## config.mk

```make
export PLATFORM = sky130hd
export DESIGN_NAME = cevrilebilir_xor_biriktirici
export DESIGN_NICKNAME = d
export VERILOG_FILES = /design/src/rtl/cevrilebilir_xor_biriktirici.sv
export SDC_FILE = /design/constraint.sdc
export NUM_CORES = 1
export LEC_CHECK = 0
export CAP_MARGIN = 20
export CORE_MARGIN = 5
export CORE_UTILIZATION = 45
export DETAILED_ROUTE_END_ITERATION = 7
export PLACE_DENSITY = 0.76
export SLEW_MARGIN = 20
export SYNTH_ARGS = -nofsm -noshare
export SYNTH_HDL_FRONTEND = slang
export SYNTH_SLANG_ARGS = --single-unit
```

## constraint.sdc

```tcl
create_clock -name clk -period 2.38 [get_ports clk]
set_input_delay 0.595 -clock clk [delete_from_list [all_inputs] [get_ports clk]]
set_output_delay 0.595 -clock clk [all_outputs]
set_load 0.01 [all_outputs]
```

## src/rtl/cevrilebilir_xor_biriktirici.sv

```systemverilog
// Block XOR accumulator: folds DEPTH input words into one result, optionally
// inverted (XNOR), and presents it with a valid/ready handshake and its parity.
module cevrilebilir_xor_biriktirici #(
  parameter int WIDTH = 8,
  parameter int DEPTH = 4
) (
  input  logic             clk,
  input  logic             rst,
  input  logic             temizle,
  input  logic             mod,
  input  logic             giris_gecerli,
  input  logic [WIDTH-1:0] giris_veri,
  output logic             giris_hazir,
  output logic             cikis_gecerli,
  output logic [WIDTH-1:0] cikis_veri,
  output logic             parite,
  input  logic             cikis_hazir,
  output logic             durum
);

  // Handshakes: a word moves when giris_gecerli & giris_hazir at a rising edge,
  // a result moves when cikis_gecerli & cikis_hazir; temizle cancels both.
  localparam int CW = $clog2(DEPTH + 1);
  localparam logic [CW-1:0] SON = CW'(DEPTH - 1);

  typedef enum logic {TOPLA = 1'b0, SUN = 1'b1} durum_t;

  durum_t           st;
  logic [WIDTH-1:0] acc;
  logic [CW-1:0]    sayac;
  logic             mod_l;
  logic             kabul;
  logic             teslim;

  assign kabul  = giris_gecerli & giris_hazir & ~temizle;
  assign teslim = cikis_gecerli & cikis_hazir & ~temizle;

  always_ff @(posedge clk or posedge rst) begin
    if (rst) begin
      st    <= TOPLA;
      acc   <= '0;
      sayac <= '0;
      mod_l <= 1'b0;
    end else if (temizle) begin
      st    <= TOPLA;
      acc   <= '0;
      sayac <= '0;
      mod_l <= 1'b0;
    end else begin
      case (st)
        TOPLA: begin
          if (kabul) begin
            acc   <= acc ^ giris_veri;
            sayac <= sayac + 1'b1;
            // The block's polarity is fixed by its first word.
            if (sayac == '0) mod_l <= mod;
            if (sayac == SON) st <= SUN;
          end
        end
        SUN: begin
          if (teslim) begin
            st    <= TOPLA;
            acc   <= '0;
            sayac <= '0;
            mod_l <= 1'b0;
          end
        end
        default: st <= TOPLA;
      endcase
    end
  end

  assign giris_hazir   = (st == TOPLA);
  assign cikis_gecerli = (st == SUN);
  assign durum         = st;

  always_comb begin
    cikis_veri = '0;
    if (st == SUN) cikis_veri = mod_l ? ~acc : acc;
  end

  assign parite = ^cikis_veri;

endmodule

```

==> results.txt <==
The run finished with clean final reports. The type of the worst setup path is reg -> out. Combined buffer and inverter count along the critical path: 2. The count of endpoints failing hold in the final timing report came out at 0. The logs give 0 for the count of final max-slew check failures and 0.00199 ns for the largest clock skew in the final design.

The cell sitting at the root of the clock tree is a sky130_fd_sc_hd__clkbuf_4. Die span in y: 55.1 um. Walking the worst path, the cells encountered are inv_1 -> clkdlybuf4s50_1.

Share of the yosys chip area belonging to registers: 35.5%. Most utilized layer in the global route result: met2. The longest clock path from root to sink contains 2 buffers.

The first global-routing pass estimated 3480 um of wire. The maximum fanout along the worst path is 15. For this run, design rule violations remaining after detail routing come to 0. Setup total negative slack on the finished layout was measured at 0 ns. The clock latency on the worst-skew pair was 0.27 ns. In the global route stage, met3 resource usage came out at 2.41%. For the final-stage net count, the log shows 156. Data arrives at the worst endpoint at 1.61 ns.

Via count of the first global-routing pass: 803. Type of the most critical hold path: reg -> reg. The netlist area before placement is 916 um2, and the count of different cell masters after synthesis is 22.

Number of port buffers: 25. The largest individual stage delay along the critical path comes from the cell sky130_fd_sc_hd__clkdlybuf4s50_1. Global routing consumed, on the met2 layer, 30.3% of the routing resources.

Once the floorplan was initialized, standard cells occupied 47.2% of the core. Setup repair after global routing left no endpoint under its margin. The level count of the clock H-tree is 1.

Broken down by cell family, the worst path's largest delay share belongs to buffers and inverters. After synthesis, the cell types taking the most area are sky130_fd_sc_hd__dfrtp_1, sky130_fd_sc_hd__xnor2_1, sky130_fd_sc_hd__nor2_1. The tools report the post-detailed-route count of antenna-violating nets as 0.

The area of the core came out at 1940 um2. Detailed placement ended at an HPWL of 1590 um. In this run the count of I/O pins placed on the die edge is 26. In this run the static leakage power is 0.000495 uW. The fmax is 453 MHz, and the final standard cell area without fillers is 1240 um2.

In this run the tightest slew margin relative to its limit is 67.1%. Synthesis handed over a netlist of 111 instances. Endpoint required time on the critical path: 1.78 ns.

The first detailed-routing pass ran for 4 iterations. The average footprint of a synthesized cell is 8.25 um2. The final estimated routing congestion in global placement is 0.780.

TritonCTS built the clock tree. In this run the horizontal extent of the chip is 55.1 um. In the routed layout, each cell is associated on average with a via count of 5.06.

The run gives 2090 um as the total detailed-routing wirelength. Clock-pin slew was measured on the worst setup and hold paths at 0.08 ns. In the final routed layout, each cell accounts on average for 12.7 um. The worst setup path is launched from a flip-flop. Area share of the largest cell type after synthesis: 35.5%. Summed over all layers, the global routing overflow is 0. Counting I/O delays and the setup requirement, the final critical path takes 2.21 ns. VDD sags by at most 0.301 mV.

The worst setup path is captured at an output port. The number of antenna violations at the first check in global routing is 0, and the share of layout cells above drive strength 1 is 10.1%. After detailed placement, the total cell area comes to 1170 um2. For the overall track demand over capacity in global routing, the log shows 16.0%. The actual transition at the worst max-transition pin is 0.493 ns, and the synthesis-to-layout area growth is 35.0%. Clock tree synthesis found a total of 13 sinks.

The synthesized design contains 13 register bits. Global routing used 17.6% of the available met1 tracks. Max-cap violations in this run came to 0.

The number of rows created at floorplan is 16, and the number of hold-repair buffers added at the cts stage is 0. For this run, the number of Yosys warnings is 0. The tools report the detailed-route via count as 835. Of all cell types, the one taking the most synthesized area is sky130_fd_sc_hd__dfrtp_1. On the worst path, the slowest cell contributes a delay of 0.63 ns.

The logs give 0 for the final setup violation count and 3040 um2 for the die outline area. The tools report the worst setup slack for register-to-register paths as 1.06 ns. The logs give 128 for the post-synth net total and 3 for the number of buffers created by CTS.

For this design the ratio of total power to cell area is 439 nW/um2. The total inserted antenna cells is 0. The tools report the pin count of the biggest net entering global routing as 21.

The worst path uses 92.8% of the clock period. The detailed router finished its first iteration with 16 violations.
-- layer usage --
layer,routed length (um),vias up
li1,-,412
met1,869,400
met2,1110,21
met3,108,2
met4,6,0
met5,0,-
-- stage by stage --
stage	util [%]	hold slack (ns)	total power, uW	setup slack (ns)	std cells
after floorplan	-	0.472	357	0.768	111
after global placement	60.3	0.563	394	0.285	157
after detailed placement	60.3	0.574	401	0.262	157
after CTS	63.6	0.595	546	0.104	165
after global routing	63.7	0.616	580	0.0790	165
final	63.7	0.587	543	0.172	165
-- where the power goes --
group | internal (uW) | switching [uW] | total (uW)
clock network | 64.9 | 72.5 | 137
registers | 236 | 19.1 | 255
logic | 86.9 | 63.7 | 151
total | 388 | 155 | 543
-- cell usage in the layout (no fill, tap or decap), types with 2 or more instances in the layout --
| cell | n |
|---|---|
| sky130_fd_sc_hd__a21oi_1 | 10 |
| sky130_fd_sc_hd__a2bb2oi_1 | 4 |
| sky130_fd_sc_hd__xnor2_1 | 16 |
| sky130_fd_sc_hd__nand3_1 | 4 |
| sky130_fd_sc_hd__inv_1 | 6 |
| sky130_fd_sc_hd__nand2_1 | 8 |
| sky130_fd_sc_hd__a211oi_1 | 2 |
| sky130_fd_sc_hd__o21ai_0 | 4 |
| sky130_fd_sc_hd__dfrtp_1 | 11 |
| sky130_fd_sc_hd__clkdlybuf4s50_1 | 24 |
| sky130_fd_sc_hd__ha_1 | 3 |
| sky130_fd_sc_hd__xor2_1 | 2 |
| sky130_fd_sc_hd__nor2_1 | 23 |
| sky130_fd_sc_hd__buf_4 | 6 |
| sky130_fd_sc_hd__clkbuf_4 | 3 |
| sky130_fd_sc_hd__dfrtp_2 | 2 |
-- tightest hold or removal path: stages, from the launching register on --
cell and delay, ns:
sky130_fd_sc_hd__dfrtp_1 0.38, sky130_fd_sc_hd__a22oi_1 0.09, sky130_fd_sc_hd__nor2_1 0.08
-- worst paths after layout --
path                       depth (start not counted)           from     endpoint
setup / recovery                                   2  cikis_gecerli  giris_hazir
hold / removal                                     2       sayac[1]     sayac[1]
setup reg to reg                                   5       sayac[1]     sayac[2]
hold reg to reg                                    2       sayac[1]     sayac[1]
max in group asynchronous                          2            rst       acc[4]
min in group asynchronous                          2            rst     sayac[1]
-- flip-flops by register name, indices dropped and copies added (netlist names) --
register       count
cikis_gecerli      1
mod_l              1
sayac              3
acc                8
-- kinds of logic after synthesis --
family | share of synthesized area [%]
AOI/OAI and AO/OA | 15.4
xor gates and xnor gates | 18.2
buffers and inverters | 7.24
and+or+nand+nor | 18.4
muxes | 1.09
adders and majority gates | 4.10
DFF | 35.5
-- cells in the mapped netlist --
cell                         n
sky130_fd_sc_hd__nor2_1     23
sky130_fd_sc_hd__o21ai_0     4
sky130_fd_sc_hd__clkbuf_1    1
sky130_fd_sc_hd__xnor2_1    17
sky130_fd_sc_hd__nand2_1     8
sky130_fd_sc_hd__a21oi_1    10
sky130_fd_sc_hd__xor2_1      2
sky130_fd_sc_hd__buf_4       2
sky130_fd_sc_hd__inv_1       6
sky130_fd_sc_hd__ha_1        3
sky130_fd_sc_hd__mux2i_1     1
sky130_fd_sc_hd__nor2b_4     1
sky130_fd_sc_hd__and4bb_2    1
sky130_fd_sc_hd__buf_2       5
sky130_fd_sc_hd__a211oi_1    2
sky130_fd_sc_hd__nor2b_1     1
sky130_fd_sc_hd__o21bai_1    1
sky130_fd_sc_hd__nand3_1     4
sky130_fd_sc_hd__a22oi_1     1
sky130_fd_sc_hd__dfrtp_1    13
sky130_fd_sc_hd__a2bb2oi_1   4
sky130_fd_sc_hd__a31oi_1     1
-- layout make-up --
class                   count  area [um2]
clock buffers               4        26.3
fillers                   172         706
inverters                   6        22.5
multi-input cells          84         532
flip-flops and latches     13         328
well taps                  27        33.8
repair buffers             31         294
-- repair_timing --
action / 4_1_cts / 5_1_grt
setup endpoints to repair: 1 / 4
buffers inserted: 4 / 0
gates resized for setup: 3 / 1
pin swaps: 1 / 0
(Power assumes the default switching activity.)
